File: src/rtl/sbox_layer_serial_pkg.sv
`default_nettype none
// sbox_layer_serial_pkg: state encoding, reset S-box tables and nibble lookup helper.
// Rev 1.0
package sbox_layer_serial_pkg;

  typedef enum logic [1:0] {
    S_IDLE = 2'd0,
    S_RUN  = 2'd1,
    S_DONE = 2'd2
  } state_e;

  // Nibble i of each table holds the image of i (nibble 0 at the LSB).
  localparam logic [63:0] PRESENT_SBOX     = 64'h2174_8FE3_DA09_B65C;
  localparam logic [63:0] PRESENT_SBOX_INV = 64'hA970_364B_D21C_8FE5;

  function automatic logic [3:0] tbl_lookup(input logic [63:0] tbl, input logic [3:0] idx);
    return tbl[{idx, 2'b00} +: 4];
  endfunction

endpackage
`default_nettype wire

File: src/rtl/sbox_lane.sv
`default_nettype none
// sbox_lane: one combinational 4-bit S-box lookup, forward or inverse table.
// Rev 1.0
module sbox_lane
  import sbox_layer_serial_pkg::*;
(
  input  logic [3:0]  nib,
  input  logic        inv,
  input  logic [63:0] fwd_tbl,
  input  logic [63:0] inv_tbl,
  output logic [3:0]  sub
);

  assign sub = inv ? tbl_lookup(inv_tbl, nib) : tbl_lookup(fwd_tbl, nib);

endmodule
`default_nettype wire

File: src/rtl/sbox_layer_serial.sv
`default_nettype none
// sbox_layer_serial: serial S-box layer, LANES nibbles per cycle, programmable table.
// Rev 1.0
module sbox_layer_serial
  import sbox_layer_serial_pkg::*;
#(
  parameter int DATA_W = 64,
  parameter int LANES  = 1
) (
  input  logic              clk,
  input  logic              rst_n,
  input  logic              in_valid,
  output logic              in_ready,
  input  logic [DATA_W-1:0] in_data,
  input  logic              in_inv,
  output logic              out_valid,
  input  logic              out_ready,
  output logic [DATA_W-1:0] out_data,
  input  logic              tbl_we,
  input  logic [3:0]        tbl_addr,
  input  logic [3:0]        tbl_data,
  output logic              busy,
  output logic              tbl_err
);

  localparam int NIB   = DATA_W / 4;
  localparam int CNT_W = (NIB > 1) ? $clog2(NIB) : 1;
  localparam int GRP_W = 4 * LANES;
  localparam logic [CNT_W-1:0]  LAST_CNT = CNT_W'(NIB - LANES);
  localparam logic [CNT_W-1:0]  CNT_STEP = CNT_W'(LANES);
  localparam logic [DATA_W-1:0] GRP_MASK = (DATA_W'(1) << GRP_W) - DATA_W'(1);

  if ((LANES < 1) || ((DATA_W % (4 * LANES)) != 0)) begin : g_param_check
    $error("sbox_layer_serial: DATA_W must be a multiple of 4*LANES");
  end

  state_e            state_q, state_d;
  logic [CNT_W-1:0]  cnt_q, cnt_d;
  logic [DATA_W-1:0] data_q, data_d;
  logic              inv_sel_q, inv_sel_d;
  logic [63:0]       fwd_tbl_q, fwd_tbl_d;
  logic [63:0]       inv_tbl_q, inv_tbl_d;
  logic              tbl_err_q, tbl_err_d;

  logic [CNT_W+1:0]  grp_sh;
  logic [GRP_W-1:0]  grp_old;
  logic [GRP_W-1:0]  grp_new;

  assign grp_sh  = {cnt_q, 2'b00};
  assign grp_old = data_q[grp_sh +: GRP_W];

  for (genvar l = 0; l < LANES; l++) begin : g_lane
    sbox_lane u_lane (
      .nib     (grp_old[4*l +: 4]),
      .inv     (inv_sel_q),
      .fwd_tbl (fwd_tbl_q),
      .inv_tbl (inv_tbl_q),
      .sub     (grp_new[4*l +: 4])
    );
  end

  always_comb begin
    state_d   = state_q;
    cnt_d     = cnt_q;
    data_d    = data_q;
    inv_sel_d = inv_sel_q;
    fwd_tbl_d = fwd_tbl_q;
    inv_tbl_d = inv_tbl_q;
    tbl_err_d = tbl_err_q;
    in_ready  = 1'b0;
    out_valid = 1'b0;

    case (state_q)
      S_IDLE: begin
        // A table write takes priority; the pending word is accepted on a later cycle.
        in_ready = !tbl_we;
        if (tbl_we) begin
          fwd_tbl_d[{tbl_addr, 2'b00} +: 4] = tbl_data;
          inv_tbl_d[{tbl_data, 2'b00} +: 4] = tbl_addr;
        end else if (in_valid) begin
          data_d    = in_data;
          inv_sel_d = in_inv;
          cnt_d     = '0;
          state_d   = S_RUN;
        end
      end
      S_RUN: begin
        data_d = (data_q & ~(GRP_MASK << grp_sh)) | (DATA_W'(grp_new) << grp_sh);
        if (cnt_q == LAST_CNT) begin
          cnt_d   = '0;
          state_d = S_DONE;
        end else begin
          cnt_d = cnt_q + CNT_STEP;
        end
      end
      S_DONE: begin
        out_valid = 1'b1;
        if (out_ready) state_d = S_IDLE;
      end
      default: state_d = S_IDLE;
    endcase

    if (tbl_we && (state_q != S_IDLE)) tbl_err_d = 1'b1;
  end

  always_ff @(posedge clk or negedge rst_n) begin
    if (!rst_n) begin
      state_q   <= S_IDLE;
      cnt_q     <= '0;
      data_q    <= '0;
      inv_sel_q <= 1'b0;
      fwd_tbl_q <= PRESENT_SBOX;
      inv_tbl_q <= PRESENT_SBOX_INV;
      tbl_err_q <= 1'b0;
    end else begin
      state_q   <= state_d;
      cnt_q     <= cnt_d;
      data_q    <= data_d;
      inv_sel_q <= inv_sel_d;
      fwd_tbl_q <= fwd_tbl_d;
      inv_tbl_q <= inv_tbl_d;
      tbl_err_q <= tbl_err_d;
    end
  end

  assign out_data = data_q;
  assign busy     = (state_q != S_IDLE);
  assign tbl_err  = tbl_err_q;

endmodule
`default_nettype wire

File: config.mk
export PLATFORM = sky130hd
export DESIGN_NAME = sbox_layer_serial
export DESIGN_NICKNAME = d
export VERILOG_FILES = /design/src/rtl/sbox_layer_serial_pkg.sv /design/src/rtl/sbox_lane.sv /design/src/rtl/sbox_layer_serial.sv
export SDC_FILE = /design/constraint.sdc
export NUM_CORES = 1
export LEC_CHECK = 0
export CORE_MARGIN = 5
export CORE_UTILIZATION = 64
export CTS_CLUSTER_SIZE = 28
export DETAILED_ROUTE_END_ITERATION = 6
export DONT_BUFFER_PORTS = 1
export PLACE_DENSITY = 0.8
export SLEW_MARGIN = 10
export SYNTH_ARGS = -nofsm -noshare
export SYNTH_HDL_FRONTEND = slang
export SYNTH_SLANG_ARGS = --single-unit
File: constraint.sdc
create_clock -name clk -period 4.05 [get_ports clk]
set_clock_uncertainty 0.1 [all_clocks]
set_input_delay 0.81 -clock clk [delete_from_list [all_inputs] [get_ports clk]]
set_output_delay 0.81 -clock clk [all_outputs]
set_load 0.02 [all_outputs]
* Word-level counts from Yosys, hierarchy flattened
Index checks and enable logic that the tools add are counted.
Word-level totals: logic and storage cells 56, output and inout port bits 68, bits in registers 200, bits of input ports 78
Operators by class: add/sub/neg operators 3, muxes and demuxes 17, reduce and logical (&&, ||, !) cells 9, equal/unequal tests 7, bitwise logic cells 4, shifts and indexed selects 9
Operators with widths (count):
- indexed part select 64 x 7 -> 4 bit | 3
- bitwise mux 64 bit | 2
- 2-to-1 mux 64 bit | 2
- case mux 64 bit (2 select lines) | 1
- variable shift 4 x 8 -> 64 bit (first input constant) | 2
- indexed part select 4 x 8 -> 64 bit | 2
- bitwise AND 64 bit | 1
- inverter 64 bit | 1
- bitwise OR 64 bit | 1
- << shifter 4 x 6 -> 64 bit | 1
- << shifter 4 x 6 -> 64 bit (first input constant) | 1
- 2-to-1 mux 4 bit | 4
- negation 6 -> 8 bit | 2
- 2-to-1 mux 2 bit | 4
- inequality test 2 bit (second input constant) | 4
- case mux 4 bit (2 select lines) | 1
- case mux 2 bit (3 select lines) | 1
- AND reduction 3 bit | 2
- adder 4 x 1 -> 4 bit (second input constant) | 1
- == test 4 bit (second input constant) | 1
- AND reduction 4 bit | 1
- nonzero test 2 bit | 2
- == test 2 x 1 -> 1 bit (second input constant) | 1
- == test 2 bit (second input constant) | 1
- 6 further kinds | 7

* Depth between registers and ports, before layout
Gate-level depths: netlist of run 1.
depth in word-level cells 6, gate-level depth with buffers 13, gate-level depth less buffers 10

* Cells and area by module
Synthesis of run 1 repeated with hierarchy kept, for this count alone.
Unflattened totals: cell total of the unflattened synthesis 845, area total of the unflattened synthesis 10601.4 µm²
By module, submodules not included:
- sbox_layer_serial | area each 9594.2 µm², instances 1, cells each 791
- sbox_lane | area each 1007.2 µm², instances 1, cells each 54

* Least setup slack after synthesis of run 1
No wires, ideal clock.
path type reg2reg, start point reg cnt_q[0], end point reg data_q[24], in the netlist out_data[24], data required time 3.874 ns, library setup time 0.076 ns, setup slack 0.619 ns, clock period less this slack 3.431 ns, arrival 3.255 ns, path buffers 5, cell stages (with the launch flop) 14, path through dfrtp_1 buf_6 mux4_2 mux2_4 mux2_4 buf_6 buf_8 buf_6 mux2i_1 mux4_2 nand2_1 clkbuf_1 a31oi_1 o21ai_1
On the way: cells in the longest elaborated chain, start to end 6, elaborated cells between the ends (all ways) 10
RTL lines:
- from (decl) | RTL line sbox_layer_serial.sv:38 | logic [CNT_W-1:0] cnt_q, cnt_d;
- from (signal assigned) | RTL line sbox_layer_serial.sv:117 | cnt_q <= cnt_d;
- indexed part select 64 x 7 -> 4 bit | RTL line sbox_layer_serial.sv:50 | assign grp_old = data_q[grp_sh +: GRP_W];
- indexed part select 64 x 7 -> 4 bit | RTL line sbox_layer_serial_pkg.sv:17 | return tbl[{idx, 2'b00} +: 4];
- 2-to-1 mux 4 bit | RTL line sbox_lane.sv:14 | assign sub = inv ? tbl_lookup(inv_tbl, nib) : tbl_lookup(fwd_tbl, nib);
- << shifter 4 x 6 -> 64 bit | RTL line sbox_layer_serial.sv:88 | data_d = (data_q & ~(GRP_MASK << grp_sh)) | (DATA_W'(grp_new) << grp_sh);
- bitwise OR 64 bit (*) | RTL line sbox_layer_serial.sv:88
- case mux 64 bit (2 select lines) (*) | RTL line sbox_layer_serial.sv:73 | case (state_q)
- to (signal assigned) | RTL line sbox_layer_serial.sv:118 | data_q <= data_d;
- to (decl) | RTL line sbox_layer_serial.sv:39 | logic [DATA_W-1:0] data_q, data_d;
Mark *: on every way between the ends. The rest lies on a longest branch, timed or not. A chain may end at the register's enable or synchronous reset.

* Worst setup path after layout of run 1
start point reg cnt_q[0], end point reg data_q[17], in the netlist out_data[17]
The elaborated chain is that of the path after synthesis.

==> impl_metrics.env, run 1 <==
export IMPL_viasPerCell=7.23
export IMPL_drt_total_wl_mm=33.5
export IMPL_max_freq_ghz=0.265
export IMPL_rsz0062_at_grt="false"
export IMPL_synth_area_um2=10900
export IMPL_rows=47
export IMPL_dr_total_vias=8932
export IMPL_setup_violations=0
export IMPL_pin_count=146
export IMPL_grt_ovfl_total=0
export IMPL_initial_core_util_pct=65.4
export IMPL_totalNegativeSetupSlack_ns=0
export IMPL_htree_levels=4
export IMPL_clock_path_buffers=2
export IMPL_hold_viol_final=0
export IMPL_r2r_end="out_data[17]"
export IMPL_cp_data_arrival_time_ns=4.02
export IMPL_ys_async_sr_fraction_pct=100
export IMPL_ys_warnings_count=0
export IMPL_worst_path_largest_cell_delay_ns=0.56
export IMPL_netlist_instances=1022
export IMPL_fin_nets=1090
export IMPL_final_core_util_pct=70.7
export IMPL_violations="DRC"
export IMPL_numPortBuffers=0
export IMPL_dp_final_hpwl_mm=23.6
export IMPL_end_kind="register"
export IMPL_place_area_um2=11100
export IMPL_r2r_cells=10
export IMPL_placeableCoreArea_um2=16600
export IMPL_path_clk_slew_ns=0.07
export IMPL_crit_reg2reg_launch="cnt_q[0]"
export IMPL_ys_seq_elements=200
export IMPL_drc=14
export IMPL_period_minus_slack_ns=3.77
export IMPL_antenna_found_initial=0
export IMPL_min_path_type="primary input to asynchronous set/reset pin"
export IMPL_post_cts_setup_buffers=0
export IMPL_die_w_um=140
export IMPL_cp_required_ns=4.30
export IMPL_routedWlPerCell_um=27.1
export IMPL_critPathBufInv=2
export IMPL_path_cells="mux4_2 -> mux2_2 -> mux2_4 -> buf_4 -> mux4_2 -> o22ai_1 -> nor3_2 -> buf_4 -> a31oi_1 -> o21ai_1"
export IMPL_grt_max_degree=201
export IMPL_syn_to_final_growth_pct=8.13
export IMPL_cts_tree="built"
export IMPL_slowest_stage="dfrtp_1"
export IMPL_avgSynthCellArea_um2=10.7
export IMPL_ant_nets=0
export IMPL_final_area_um2=11800
export IMPL_nFillCells=1148
export IMPL_p_per_area_nw_per_um2=947
export IMPL_critPathMaxFanout=13
export IMPL_grt_use_total_pct=33.5
export IMPL_grt_first_pass_wirelength_mm=51.2
export IMPL_fin_cells=1235
export IMPL_fin_crit_sh_pct=93.1
export IMPL_drive_gt1_share_pct=27.3
export IMPL_cts_inserted_buffers=17
export IMPL_worstSetupStartpointType="register"
export IMPL_drv_slew=0
export IMPL_slew_headroom_pct=31.6
export IMPL_peakVddDrop_v=0.000734
export IMPL_die_y_um=140
export IMPL_startpoint="cnt_q[0]"
export IMPL_placed_cells=1201
export IMPL_grt_pass1_vias=8586
export IMPL_netlist_cell_type_count=58
export IMPL_drtIter0Drc=1020
export IMPL_path_class="register to register"
export IMPL_critPathTopFamily="multiplexers"
export IMPL_clk_latency_ns=0.44
export IMPL_routabilityCongestion=0.956
export IMPL_synth_nets=1110
export IMPL_synth_edf_count=0
export IMPL_leakage_nw=4.83
export IMPL_worstMarginPinSlew_ns=1.02
export IMPL_clockRootBuffer="clkbuf_16"
export IMPL_cts_sinks=200
export IMPL_diodes=0
export IMPL_status="finished, violations left"
export IMPL_dr_pass1_iters=7
export IMPL_dieArea_um2=19700
export IMPL_max_cap_viol_count=0
export IMPL_synthFlopType="dfrtp_1"
export IMPL_ff2ff_setup_slack_ns=0.28
export IMPL_ys_seq_area_share_pct=46.7
## where the power goes
group          switching (mW)  leakage [nW]  internal (mW)  total (mW)
Sequential              0.984          2.42           2.71        3.70
Clock                   0.784         0.296          0.991        1.78
Combinational            3.53          2.11           2.14        5.67
## cells in the mapped netlist, drive strengths merged, types with 2 or more instances
cell / n / share of area, %
nand2: 146 / 5.0
dfrtp: 136 / 31
mux2: 101 / 11
o21ai: 97 / 4.5
a31oi: 88 / 5.1
dfstp: 64 / 15
clkbuf: 46 / 1.6
nor2: 43 / 1.5
mux4: 39 / 8.1
nand3: 27 / 1.2
mux2i: 24 / 2.2
buf: 23 / 1.5
nor3: 23 / 1.1
a22oi: 20 / 1.4
inv: 18 / 0.62
a21oi: 15 / 0.69
and3: 10 / 0.57
ha: 10 / 1.1
nor2b: 10 / 0.57
nor4: 10 / 0.69
and2: 9 / 0.52
or3: 8 / 0.46
o22ai: 7 / 0.57
a22o: 5 / 0.40
a32oi: 5 / 0.40
nand2b: 5 / 0.29
nand4: 5 / 0.29
a41oi: 4 / 0.32
o31ai: 4 / 0.28
o2111ai: 3 / 0.24
a311o: 2 / 0.18
o211ai: 2 / 0.14
xnor2: 2 / 0.16
## flip-flops by register name, summed over array words and instances, names as in the netlist
name       count
tbl_err        1
cnt_q          4
inv_tbl_q     64
out_data      64
fwd_tbl_q     64
state_q        2
inv_sel_q      1
## cell families after synthesis
kind of cell | Yosys count | synth area share [%]
simple gates | 298 | 12.5
compound gates | 260 | 14.9
flops | 200 | 46.7
mux | 164 | 20.9
buf+inv | 88 | 3.77
fa+ha+maj | 10 | 1.15
xor+xnor | 2 | 0.161
## metrics by stage
| stage | setup slack, ns | hold slack (ns) | power (mW) |
|---|---|---|---|
| global route | 0.179 | 0.110 | 11.6 |
| CTS | 0.374 | -0.0409 | 10.9 |
| floorplan | 0.619 | 0.344 | 7.50 |
| global placement | 0.497 | 0.356 | 9.03 |
| finish | 0.279 | 0.118 | 11.1 |
| detailed placement | 0.390 | 0.368 | 9.14 |
## worst register-to-register path: stages, from the launching register on
cell and delay [ns]:
dfrtp_1 0.56, mux4_2 0.55, mux2_2 0.34, mux2_4 0.39
buf_4 0.24, mux4_2 0.25, o22ai_1 0.12, nor3_2 0.52
buf_4 0.32, a31oi_1 0.12, o21ai_1 0.18
## timing repair
item                                   CTS  global route
gates resized for setup                  0             0
setup endpoints to repair                0             0
endpoints found under the hold margin  136           100
## cell usage in the layout (no fill, tap or decap), types with 3 or more instances in the layout
master,count
and2_1,7
a22oi_1,20
a41oi_1,4
nand3_1,27
mux4_2,38
o22ai_2,3
buf_12,4
nor2b_1,9
o21ai_0,42
o22ai_1,4
nand2_1,146
clkbuf_16,17
mux2_2,98
o31ai_1,4
buf_4,24
ha_1,10
o2111ai_1,3
nand4_1,5
inv_6,4
clkbuf_8,4
and3_1,10
inv_1,17
dfstp_2,64
o21ai_1,54
a32oi_1,5
dfrtp_1,136
a31oi_1,88
a22o_1,5
nor3_1,21
a21oi_1,15
nand2b_1,5
mux2i_1,23
nor4_1,8
nor2_1,43
or3_1,8
## worst max path at each step
stage,endpoint,slack (ns),cells after the start
6_report,out_data[17],0.28,10
4_1_cts,out_data[17],0.37,10
3_5_place_dp,out_data[17],0.39,10
2_1_floorplan,out_data[24],0.62,13
3_3_place_gp,out_data[17],0.50,10
5_1_grt,out_data[54],0.18,10
## cell type report
| type | count | area [µm²] | share of cell area, % |
|---|---|---|---|
| Clock buffer | 22 | 484 | 4.11 |
| Inverter | 19 | 71.3 | 0.606 |
| Tap cell | 220 | 275 | 2.34 |
| Sequential cell | 200 | 5080 | 43.2 |
| Multi-Input combinational cell | 734 | 5410 | 46.0 |
| Timing Repair Buffer | 30 | 315 | 2.68 |
| Clock inverter | 10 | 130 | 1.11 |
## per-layer routing
| layer | global-route usage [%] | wire, µm |
|---|---|---|
| met5 | 0 | 0 |
| met4 | 13.6 | 1500 |
| met3 | 8.59 | 3950 |
| met2 | 53.0 | 15700 |
| met1 | 44.4 | 12300 |
(Power assumes the default switching activity.)
==> run 2, diff against run 1 <==
--- a/config.mk
+++ b/config.mk
@@ -5,12 +5,15 @@
 export SDC_FILE = /design/constraint.sdc
 export NUM_CORES = 1
 export LEC_CHECK = 0
+export CAP_MARGIN = 10
+export CORE_ASPECT_RATIO = 1.2
 export CORE_MARGIN = 5
 export CORE_UTILIZATION = 64
 export CTS_CLUSTER_SIZE = 28
 export DETAILED_ROUTE_END_ITERATION = 6
 export DONT_BUFFER_PORTS = 1
 export PLACE_DENSITY = 0.8
+export SETUP_SLACK_MARGIN = 0.5
 export SLEW_MARGIN = 10
 export SYNTH_ARGS = -nofsm -noshare
 export SYNTH_HDL_FRONTEND = slang
==> impl_metrics.env, run 2 (same netlist as run 1, synthesis figures left out) <==
export IMPL_final_common_cell="nand2_1"
export IMPL_peakVddDrop_v=0.000725
export IMPL_htree_levels=4
export IMPL_fin_cells=1237
export IMPL_grt_pass1_vias=8838
export IMPL_p_per_area_nw_per_um2=967
export IMPL_clockRootBuffer="clkbuf_16"
export IMPL_grt_first_pass_wirelength_mm=51.1
export IMPL_worstMarginPinSlew_ns=1.02
export IMPL_drc=0
export IMPL_numPortBuffers=0
export IMPL_intPower_mw=6.03
export IMPL_max_cap_viol_count=0
export IMPL_path_class="register to register"
export IMPL_dr_pass1_iters=5
export IMPL_dp_final_hpwl_mm=23.5
export IMPL_cp_data_arrival_time_ns=3.69
export IMPL_hold_worst_slack_ns=-0.0407
export IMPL_end_kind="register"
export IMPL_initial_core_util_pct=64.9
export IMPL_drt_total_wl_mm=33.3
export IMPL_min_path_type="primary input to asynchronous set/reset pin"
export IMPL_cts_sinks=200
export IMPL_fin_nets=1096
export IMPL_mostFrequentLayoutCells="146 x nand2_1, 134 x dfrtp_1, 97 x mux2_2"
export IMPL_cts_tree="built"
export IMPL_syn_to_final_growth_pct=8.48
export IMPL_period_minus_slack_ns=3.45
export IMPL_nFillCells=1197
export IMPL_routabilityCongestion=1.01
export IMPL_grt_ovfl_total=0
export IMPL_totalNegativeSetupSlack_ns=0
export IMPL_p_comb_share_pct=52.7
export IMPL_drtIter0Drc=1310
export IMPL_status="finished, violations left"
export IMPL_antenna_found_initial=0
export IMPL_max_freq_ghz=0.290
export IMPL_seqPwrFrac_pct=31.9
export IMPL_die_w_um=129
export IMPL_power_switching_mw=5.39
export IMPL_slew_headroom_pct=32.3
export IMPL_worst_path_largest_cell_delay_ns=0.51
export IMPL_worstSetupStartpointType="register"
export IMPL_setup_violations=0
export IMPL_violations="hold timing"
export IMPL_p_clk_share_pct=15.4
export IMPL_drv_slew=0
export IMPL_leakage_nw=4.86
export IMPL_grt_use_total_pct=33.7
export IMPL_cp_required_ns=4.29
export IMPL_routedWlPerCell_um=26.9
export IMPL_critPathMaxFanout=16
export IMPL_hold_viol_final=28
export IMPL_preCtsSetupSlack_ns=0.139
export IMPL_die_y_um=153
export IMPL_slowest_stage="mux4_2"
export IMPL_placeableCoreArea_um2=16800
export IMPL_fin_crit_sh_pct=85.2
export IMPL_rows=52
export IMPL_ant_nets=0
export IMPL_fin_ws_ns=0.601
export IMPL_path_cells="buf_4 -> mux4_2 -> mux2_4 -> mux2_4 -> buf_12 -> mux2i_1 -> mux4_2 -> o211ai_1 -> mux2i_2 -> buf_6 -> o31ai_1"
export IMPL_placed_cells=1198
export IMPL_drive_gt1_share_pct=28.4
export IMPL_rsz0062_at_grt="false"
export IMPL_viasPerCell=7.28
export IMPL_clock_path_buffers=2
export IMPL_totalPowerFinal_mw=11.4
export IMPL_swShare_pct=47.2
export IMPL_cts_inserted_buffers=17
export IMPL_dieArea_um2=19700
export IMPL_pin_count=146
export IMPL_clk_latency_ns=0.44
export IMPL_dr_total_vias=9002
export IMPL_diodes=0
export IMPL_path_clk_slew_ns=0.07
export IMPL_grt_max_degree=201
## run 2: critical path, delay by kind of cell, from the launching register on
family / cells / cell delay (ns)
buffers and inverters: 3 / 0.50
multiplexers: 6 / 1.91
AO/OA/AOI/OAI: 2 / 0.45
flip-flops: 1 / 0.39
## run 2: power groups by stage
stage               Clock (mW)  Sequential [mW]  Combinational (mW)
CTS                       1.76             3.62                5.69
global placement             0             3.63                5.36
finish                    1.76             3.64                6.02
global route              1.84             3.69                6.31
detailed placement           0             3.66                5.47
floorplan                    0             3.38                4.12
## run 2: layer usage
metal  vias to the layer above  wire, µm  GRT usage, %  share of wire (%)
li1                       3795         -             -                  -
met4                         0      1830          16.6                5.5
met5                         -         0             0                  0
met2                       644     16500          56.5                 49
met1                      4407     11500          40.6                 35
met3                       156      3470          7.78                 10
## run 2: timing repair
action	in CTS	in global routing
buffers inserted	5	2
setup endpoints to repair	64	44
hold endpoints to repair	136	136
pin swaps	2	3
resized for setup	6	9
## run 2: final timing paths
path	slack, ns	depth (start not counted)	end	start
setup / recovery	0.60	11	out_data[11]	cnt_q[0]
hold / removal	-0.04	0	out_data[21]	rst_n
setup reg to reg	0.60	11	out_data[11]	cnt_q[0]
hold reg to reg	0.38	2	fwd_tbl_q[37]	fwd_tbl_q[37]
max in group asynchronous	3.33	0	fwd_tbl_q[23]	rst_n
min in group clk	0.37	2	fwd_tbl_q[61]	tbl_data[1]
## run 2: final cells by class
| class | instances | area, µm² | share of cell area (%) |
|---|---|---|---|
| multi-input cells | 734 | 5450 | 46.2 |
| flip-flops and latches | 200 | 5090 | 43.1 |
| clock buffers | 21 | 460 | 3.90 |
| repair buffers | 36 | 323 | 2.73 |
| well taps | 216 | 270 | 2.29 |
| clock inverters | 11 | 144 | 1.22 |
| inverters | 19 | 71.3 | 0.604 |
## run 2: through the flow
| step | utilization (%) | cell area [µm²] |
|---|---|---|
| after CTS | 70.1 | 11800 |
| after global routing | 70.4 | 11800 |
| final | 70.4 | 11800 |
| after floorplan | - | 10900 |
| after global placement | 66.1 | 11100 |
| after detailed placement | 66.1 | 11100 |
